## src/rtl/cordic_sincos_ctrl.sv

```systemverilog
// Iterative CORDIC sequencer: steps an external arctan ROM through 2**ADDR_WIDTH
// micro-rotations and returns saturated cos/sin/z. Define CORDIC_VECTOR_EN for vectoring mode.
module cordic_sincos_ctrl #(
    parameter int                           DATA_WIDTH = 16,
    parameter int                           ADDR_WIDTH = 4,
    parameter int                           GUARD      = 2,
    parameter logic signed [DATA_WIDTH-1:0] K_INIT     = 16'h26DD
) (
    input  logic                         clk,
    input  logic                         rst,
    input  logic                         start,
    input  logic                         mode,
    input  logic signed [DATA_WIDTH-1:0] angle_in,
    input  logic signed [DATA_WIDTH-1:0] x_in,
    input  logic signed [DATA_WIDTH-1:0] y_in,
    output logic        [ADDR_WIDTH-1:0] rom_addr,
    input  logic signed [DATA_WIDTH-1:0] rom_q,
    output logic                         busy,
    output logic                         done,
    output logic signed [DATA_WIDTH-1:0] cos_out,
    output logic signed [DATA_WIDTH-1:0] sin_out,
    output logic signed [DATA_WIDTH-1:0] z_out
);
    localparam int                      ACC_W     = DATA_WIDTH + GUARD;
    localparam logic [ADDR_WIDTH-1:0]   LAST_ITER = '1;
    localparam logic signed [ACC_W-1:0] SAT_MAX   = ACC_W'((2 ** (DATA_WIDTH - 1)) - 1);
    localparam logic signed [ACC_W-1:0] SAT_MIN   = ~SAT_MAX;

    function automatic logic signed [ACC_W-1:0] sext(input logic signed [DATA_WIDTH-1:0] v);
        return {{GUARD{v[DATA_WIDTH-1]}}, v};
    endfunction

    function automatic logic signed [DATA_WIDTH-1:0] sat(input logic signed [ACC_W-1:0] v);
        if (v > SAT_MAX) return SAT_MAX[DATA_WIDTH-1:0];
        if (v < SAT_MIN) return SAT_MIN[DATA_WIDTH-1:0];
        return v[DATA_WIDTH-1:0];
    endfunction

    typedef enum logic [1:0] {IDLE, ITER, DONE} state_t;

    state_t                       state_q, state_d;
    logic [ADDR_WIDTH-1:0]        iter_q, iter_d;
    logic                         busy_q, busy_d;
    logic                         done_q, done_d;
    logic signed [ACC_W-1:0]      x_q, x_d, y_q, y_d, z_q, z_d;
    logic signed [ACC_W-1:0]      x_sh, y_sh, rom_ext, x_step, y_step, z_step;
    logic signed [DATA_WIDTH-1:0] cos_q, cos_d, sin_q, sin_d, zo_q, zo_d;
    logic                         rot_neg;

`ifdef CORDIC_VECTOR_EN
    logic vec_q, vec_d;
`else
    logic unused_vec_inputs;
    assign unused_vec_inputs = ^{mode, x_in, y_in};
`endif

    // One micro-rotation from the current accumulators; rot_neg selects d = -1.
    always_comb begin
        x_sh    = x_q >>> iter_q;
        y_sh    = y_q >>> iter_q;
        rom_ext = sext(rom_q);
`ifdef CORDIC_VECTOR_EN
        rot_neg = vec_q ? ~y_q[ACC_W-1] : z_q[ACC_W-1];
`else
        rot_neg = z_q[ACC_W-1];
`endif
        if (rot_neg) begin
            x_step = x_q + y_sh;
            y_step = y_q - x_sh;
            z_step = z_q + rom_ext;
        end else begin
            x_step = x_q - y_sh;
            y_step = y_q + x_sh;
            z_step = z_q - rom_ext;
        end
    end

    always_comb begin
        state_d = state_q;
        iter_d  = iter_q;
        busy_d  = busy_q;
        done_d  = 1'b0;
        x_d     = x_q;
        y_d     = y_q;
        z_d     = z_q;
        cos_d   = cos_q;
        sin_d   = sin_q;
        zo_d    = zo_q;
`ifdef CORDIC_VECTOR_EN
        vec_d   = vec_q;
`endif
        case (state_q)
            IDLE: begin
                if (start) begin
                    state_d = ITER;
                    iter_d  = '0;
                    busy_d  = 1'b1;
`ifdef CORDIC_VECTOR_EN
                    vec_d   = mode;
                    if (mode) begin
                        x_d = sext(x_in);
                        y_d = sext(y_in);
                        z_d = '0;
                    end else begin
                        x_d = sext(K_INIT);
                        y_d = '0;
                        z_d = sext(angle_in);
                    end
`else
                    x_d     = sext(K_INIT);
                    y_d     = '0;
                    z_d     = sext(angle_in);
`endif
                end
            end
            ITER: begin
                x_d = x_step;
                y_d = y_step;
                z_d = z_step;
                if (iter_q == LAST_ITER) begin
                    // Results of the final rotation go straight to the output registers.
                    state_d = DONE;
                    iter_d  = '0;
                    done_d  = 1'b1;
                    cos_d   = sat(x_step);
                    sin_d   = sat(y_step);
                    zo_d    = sat(z_step);
                end else begin
                    iter_d = iter_q + 1'b1;
                end
            end
            DONE: begin
                state_d = IDLE;
                busy_d  = 1'b0;
            end
            default: begin
                state_d = IDLE;
                busy_d  = 1'b0;
            end
        endcase
    end

    always_ff @(posedge clk) begin
        if (rst) begin
            state_q <= IDLE;
            iter_q  <= '0;
            busy_q  <= 1'b0;
            done_q  <= 1'b0;
            cos_q   <= '0;
            sin_q   <= '0;
            zo_q    <= '0;
`ifdef CORDIC_VECTOR_EN
            vec_q   <= 1'b0;
`endif
        end else begin
            state_q <= state_d;
            iter_q  <= iter_d;
            busy_q  <= busy_d;
            done_q  <= done_d;
            cos_q   <= cos_d;
            sin_q   <= sin_d;
            zo_q    <= zo_d;
`ifdef CORDIC_VECTOR_EN
            vec_q   <= vec_d;
`endif
        end
        x_q <= x_d;
        y_q <= y_d;
        z_q <= z_d;
    end

    assign rom_addr = iter_q;
    assign busy     = busy_q;
    assign done     = done_q;
    assign cos_out  = cos_q;
    assign sin_out  = sin_q;
    assign z_out    = zo_q;
endmodule

```

## config.mk

```make
export PLATFORM = sky130hd
export DESIGN_NAME = cordic_sincos_ctrl
export DESIGN_NICKNAME = d
export VERILOG_FILES = /design/src/rtl/cordic_sincos_ctrl.sv
export SDC_FILE = /design/constraint.sdc
export NUM_CORES = 1
export LEC_CHECK = 0
export BUFFER_PORTS_ARGS = -buffer_cell sky130_fd_sc_hd__buf_2
export CORE_MARGIN = 1
export CORE_UTILIZATION = 30
export CTS_CLUSTER_SIZE = 28
export DETAILED_ROUTE_END_ITERATION = 6
export PLACE_DENSITY = 0.5
export SETUP_SLACK_MARGIN = 0.02
export SKIP_LAST_GASP = 1
export SYNTH_ARGS = -nofsm -noshare
export SYNTH_HDL_FRONTEND = slang
export SYNTH_SLANG_ARGS = --single-unit
```

## constraint.sdc

```tcl
create_clock -name clk -period 6.65 [get_ports clk]
set_input_delay 0.3325 -clock clk [delete_from_list [all_inputs] [get_ports clk]]
set_output_delay 0.3325 -clock clk [all_outputs]
set_load 0.01 [all_outputs]
```

### Yosys cells after proc, flatten, opt, wreduce, memory -nomap -nowiden

Index checks and enable logic that the tools add are counted.

| word-level totals | value |
|---|---|
| bits in registers | 110 |
| latch bits | 0 |
| RAM bits | 0 |
| ROM bits | 0 |
| input bits | 68 |
| output and inout port bits | 54 |
| logic and storage cells | 88 |
| memories | 0 |

| operators by class | value |
|---|---|
| $add $sub $neg | 7 |
| multiply operators | 0 |
| div/mod/pow operators | 0 |
| order comparisons | 6 |
| equality and inequality tests | 4 |
| shift-type cells | 2 |
| mux-type cells | 51 |
| bitwise operators | 1 |
| reduce and logical (&&, ||, !) cells | 7 |

Operators with widths:

| operator | number |
|---|---|
| $mux 16 | 12 |
| $mux 18 | 6 |
| $pmux 18 s2 | 3 |
| $gt 18x16->1 const B | 3 |
| $lt 18x16->1 const B | 3 |
| $add 18x18->18 | 2 |
| $sshr 18x4->18 | 2 |
| $sub 18x18->18 | 2 |
| $mux 1 | 23 |
| $add 18x16->18 | 1 |
| $sub 18x16->18 | 1 |
| $mux 4 | 2 |
| $pmux 4 s2 | 1 |
| $reduce_and 2->1 | 4 |
| $add 4x1->4 const B | 1 |
| $eq 4x4->1 const B | 1 |
| $mux 2 | 2 |
| $ne 2x2->1 const B | 2 |
| $pmux 2 s2 | 1 |
| $eq 2x1->1 const B | 1 |
| $logic_not 2->1 | 1 |
| $pmux 1 s2 | 1 |
| $reduce_bool 2->1 | 1 |
| $reduce_or 2->1 | 1 |
| $not 1->1 | 1 |

### Depth between registers and ports, before layout

| logic depth | value |
|---|---|
| depth after elaboration | 12 |
| depth in mapped cells | 27 |

### Worst setup path after synthesis

Ideal clock, no wire load.

| timing | value |
|---|---|
| path type | reg-to-reg |
| start | register iter_q[0], in the netlist rom_addr[0] |
| end | register cos_q[6], in the netlist cos_out[6] |
| arrival | 5375 ps |
| path slack | 1195 ps |
| cell stages (with the launch flop) | 28 |
| clock period less this slack | 5455 ps |
| cells stage by stage | dfxtp_1 -> buf_6 -> buf_8 -> buf_8 -> buf_6 -> mux4_2 -> mux2i_1 -> inv_1 -> o21ai_0 -> ha_1 -> nand2_1 -> nor3_1 -> a21oi_1 -> xnor2_1 -> nor2_1 -> a31oi_1 -> ha_1 -> nand2_1 -> nand2b_1 -> or4_1 -> a211o_1 -> a31o_2 -> a21oi_1 -> a21oi_1 -> mux2i_1 -> buf_2 -> nand2_1 -> a211oi_2 |

| between the ends | value |
|---|---|
| longest elaborated chain between the ends | 10 |

RTL lines:

| item | RTL line | text |
|---|---|---|
| from (decl) | 42 | `logic [ADDR_WIDTH-1:0] iter_q, iter_d;` |
| from (signal assigned) | 157 | `iter_q <= iter_d;` |
| $sshr 18x4->18 | 60 | `y_sh = y_q >>> iter_q;` |
| $sub 18x18->18 or $add 18x18->18 (tied branches) | 72, 68 |  |
| $mux 18 | 67 | `if (rot_neg) begin` |
| $lt 18x16->1 | 35 | `if (v < SAT_MIN) return SAT_MIN[DATA_WIDTH-1:0];` |
| $mux 1 (2 in a row) | 35 |  |
| $mux 1 | 120 | `if (iter_q == LAST_ITER) begin` |
| $mux 1 | 92 | `case (state_q)` |
| $mux 16 | 36 | `return v[DATA_WIDTH-1:0];` |
| $mux 16 | 35 |  |
| to (signal assigned) | 160 | `cos_q <= cos_d;` |
| to (decl) | 47 | `logic signed [DATA_WIDTH-1:0] cos_q, cos_d, sin_q, sin_d, zo_q, zo_d;` |

Parallel ways exist; a longest one is shown, timed or not. The select of a mux whose other input is x is not followed.
A chain may end at the register's enable or synchronous reset.

### Final worst setup path

| timing | value |
|---|---|
| start | register iter_q[1], in the netlist rom_addr[1] |
| end | register sin_q[11], in the netlist sin_out[11] |

| between the ends | value |
|---|---|
| longest elaborated chain between the ends | 10 |

RTL lines:

| item | RTL line | text |
|---|---|---|
| $sshr 18x4->18 | 59 | `x_sh = x_q >>> iter_q;` |
| $add 18x18->18 or $sub 18x18->18 (tied branches) | 73, 69 |  |
| $mux 18 | 67 |  |
| $lt 18x16->1 | 35 |  |
| $mux 1 (2 in a row) | 35 |  |
| $mux 1 | 120 |  |
| $mux 1 | 92 |  |
| $mux 16 | 36 |  |
| $mux 16 | 35 |  |
| to (signal assigned) | 161 | `sin_q <= sin_d;` |
| to (decl) | 47 |  |

Parallel ways exist; a longest one is shown, timed or not. The select of a mux whose other input is x is not followed.

==> qor.yml <==
timing:
  finClkSkew_ns: 0.009982
  fin_crit_ns: 5.972
  worst_slew_pin_slew_ns: 1.151
  maxSlewHeadroom_pct: 23.01
  worst_slack_ns: 0.6781
  final-hold-violation-count: 0
  fin_setup_tns_ns: 0
  rsz0062_at_grt: "no"
  period_share_pct: 89.80
  setup_viol: 0
  maxSlewViolCount: 0
  fmax_mhz: 167.5
floorplanning:
  io_pins: 122
  std_cell_rows: 65
  initial_core_util_pct: 30.70
  dieArea_um2: 33180
  die_y_um: 182.2
  dieWidth_um: 182.2
  core_region_area_um2: 31720
clocking:
  root_buffer: "clkbuf_16"
  clk_latency_ns: 0.37
  cts_tree: "yes"
  cts_sinks: 110
  clk_pin_slew_ns: 0.08
  holdBufCountCts: 0
  cts_buffer_depth: 2
  postCtsSetupBuffers: 0
  htree_levels: 3
  cts_buffers: 9
pwr:
  ir_worst_vdd_mv: 0.2345
  leakagePower_uw: 0.004343
  sw_frac_of_total_pct: 49.09
  p_seq_share_pct: 19.4
  p_sw_uw: 2744
  power_density_nw_per_um2: 514.3
  p_clk_share_pct: 10.2
  pwr-share-comb_pct: 70.4
  internal_power_uw: 2846
detailed_routing:
  ant_nets: 0
  num_vias: 8441
  drt-pass1-iter-count: 5
  met3WireLength_um: 949
  wl_per_cell_um: 17.46
  drt_iter0_markers: 508
  drc: 0
  drt_wl_total_um: 27610
  met2_length_um: 13760
  via_per_inst: 5.339
  dr.max_layer_used: "met4"
  route.layer.met1.wl_um: 12390
worst_setup_path:
  cp_num_buf_inv: 0
  slowest_delay_ns: 0.67
  reg2reg_depth: 17
  rr_endpoint: "sin_out[11]$_SDFFE_PP0P_"
  start_kind: "flip-flop"
  worstSetupPathType: "flip-flop to flip-flop"
  crit_path_max_fanout: 34
  crit_chain: "mux2i_1, mux2i_1, mux2_2, a222oi_1, nand2_1, o31a_1, xnor2_1, ha_1, a21oi_1, nand2_1, o21ai_0, a21boi_0, or4b_2, nand3_1, and2_1, o21ai_0, a211oi_2"
  critPathArrivalTime_ns: 6.26
  worstPathRequired_ns: 6.94
  cp_top_family: "compound AO/OA/AOI/OAI gates"
  regToRegSetupSlack_ns: 0.68
  r2r-start: "rom_addr[1]$_SDFFE_PP0P_"
  end_kind: "flip-flop"
  crit_slowest_cell: "or4b_2"
logic_synthesis:
  ys.flop_type: "dfxtp_1"
  ys_types: 76
  synth_edf_count: 54
  syn_area_per_cell_um2: 8.748
  ys_seq_area_share_pct: 28.17
  synth_top_area_cell: "edfxtp_1"
  ys_ff_latch: 110
  yosys.area.top_type_share_pct: 16.65
  ys_warn_count: 0
  syn_area_um2: 9737
  synth_cells: 1113
  yosys-top-cells-area: "edfxtp_1 17%, dfxtp_1 12%, ha_1 7.1%"
  synth_fp_nets: 1239
  async_flop_share_pct: 0
layout:
  drive_above_1_share_pct: 17.81
  fillers: 3366
  fin_nets: 1300
  antenna_cells: 0
  syn_to_final_growth_pct: 11.64
worst_hold_path:
  min_path_cells: 3
  hp-start: "angle_in[13]"
  min_path_type: "input pin to flip-flop"
  worstHoldEndpoint: "z_q[13]$_DFFE_PP_"
place:
  dp_slack_ns: 0.4435
  detailed_place_hpwl_um: 20650
  portBuffers: 88
  gp_congestion: 0.8474
grt:
  grt_pass1_vias: 8466
  grt_pass1_wl_um: 45090
  grt_max_degree: 57
  grt_usage_pct: 17.02
  overflow: 0
  antenna_found_initial: 0
run:
  cap_violations: 0
outcome:
  outcome: "finished, final reports clean"
## worst reg2reg max path: stages, from the launching register on
cell and delay [ns]:
dfxtp_4 0.62, mux2i_1 0.45, mux2i_1 0.16, mux2_2 0.32, a222oi_1 0.65, nand2_1 0.21, o31a_1 0.33, xnor2_1 0.20
ha_1 0.32, a21oi_1 0.20, nand2_1 0.09, o21ai_0 0.32, a21boi_0 0.25, or4b_2 0.67, nand3_1 0.26, and2_1 0.45
o21ai_0 0.18, a211oi_2 0.23
## worst max-delay path by stage
stage	slack [ns]	endpoint	startpoint	cells past startpoint
6_report	0.68	sin_out[11]$_SDFFE_PP0P_	rom_addr[1]$_SDFFE_PP0P_	17
3_5_place_dp	0.44	sin_out[7]$_SDFFE_PP0P_	rom_addr[1]$_SDFFE_PP0P_	18
4_1_cts	0.44	sin_out[2]$_SDFFE_PP0P_	rom_addr[1]$_SDFFE_PP0P_	18
5_1_grt	0.21	sin_out[14]$_SDFFE_PP0P_	rom_addr[1]$_SDFFE_PP0P_	18
2_1_floorplan	1.19	cos_out[6]$_SDFFE_PP0P_	rom_addr[0]$_SDFFE_PP0P_	27
3_3_place_gp	0.48	sin_out[2]$_SDFFE_PP0P_	rom_addr[1]$_SDFFE_PP0P_	19
## through the flow
stage / instances / power [uW] / hold slack, ns / area [um^2] / utilization [%]
3_5_place_dp: 1565 / 5040 / 0.4552 / 10560 / 33.30
4_1_cts: 1581 / 5644 / 0.2262 / 10860 / 34.23
6_report: 1581 / 5590 / 0.2417 / 10870 / 34.27
2_1_floorplan: 1113 / 4089 / 0.4166 / 9737 / -
3_3_place_gp: 1565 / 5042 / 0.4448 / 10560 / 33.30
5_1_grt: 1581 / 6175 / 0.2447 / 10870 / 34.27
## power by group through the flow
stage | Clock [uW] | Sequential, uW | Combinational (uW)
6_report | 568 | 1090 | 3940
5_1_grt | 614 | 1110 | 4450
4_1_cts | 588 | 1090 | 3970
2_1_floorplan | 0 | 998 | 3090
3_5_place_dp | 0 | 1100 | 3940
3_3_place_gp | 0 | 1100 | 3940
## layout make-up
type	instances	area (um^2)	share of cell area, %
clock inverters	7	71.32	0.6561
well taps	402	503.0	4.627
inverters	39	146.4	1.347
clock buffers	9	225.2	2.072
multi-input cells	904	6556	60.31
flip-flops and latches	110	2750	25.30
repair buffers	110	618.1	5.686
## layer usage
| metal | vias up | track usage (%) |
|---|---|---|
| li1 | 4194 | - |
| met2 | 169 | 30.24 |
| met3 | 30 | 2.075 |
| met4 | 0 | 4.975 |
| met1 | 4048 | 21.47 |
| met5 | - | 0 |
## Yosys cell counts (all sizes together), types with 13 or more instances
library cell  instances
inv                  37
xnor2                48
a211oi               50
mux4                 30
dfxtp                56
clkbuf               42
xor2                 38
edfxtp               54
ha                   55
a21oi                75
nor3                 23
buf                  18
nor2                123
nand3                14
a31oi                16
and3                 13
o21ai                61
nand2b               30
nand2               109
o21bai               14
and2                 21
mux2i                35
a21o                 23
nor2b                14
## registers in the layout, summed over array words and instances (netlist names)
signal    count
sin_out      16
y_q          18
z_q          18
rom_addr      4
state_q       2
cos_out      16
busy          1
x_q          18
done          1
z_out        16
## layout by cell type (no fill, tap or decap), types with 7 or more instances in the layout
cell       count
mux4_2        30
nor2_1       122
nand2_1      109
nand3_1       14
o21ai_0       59
a21o_1        23
xnor2_1       46
buf_4         21
clkbuf_16      9
nand2b_1      29
mux2_2         7
a211oi_2      21
inv_1         36
mux2i_1       35
ha_1          55
o211ai_1       9
a21oi_1       74
buf_2         88
edfxtp_1      54
nor3_1        23
nor2b_1       13
and2_1        21
xor2_1        38
or2_2          9
a31oi_1       16
a211oi_1      29
dfxtp_1       54
o21bai_1      14
and3_1        13
## kinds of logic (layout without fill, tap and decap cells)
kind of cell	Yosys count	in the layout	synth area share, %
AO/OA/AOI/OAI	303	303	21.40
AND/OR/NAND/NOR	385	385	18.72
multiplexers	72	72	11.35
adder cells (fa/ha/maj)	58	58	7.684
buffers and inverters	99	165	4.677
flip-flops	110	110	28.17
XOR/XNOR	86	86	8.006
## what timing repair did
item                                   in CTS  in global routing
resized for setup                           0                  3
setup endpoints to repair                   0                 26
endpoints found under the hold margin       0                  0
Power figures use the tool's default switching activity.
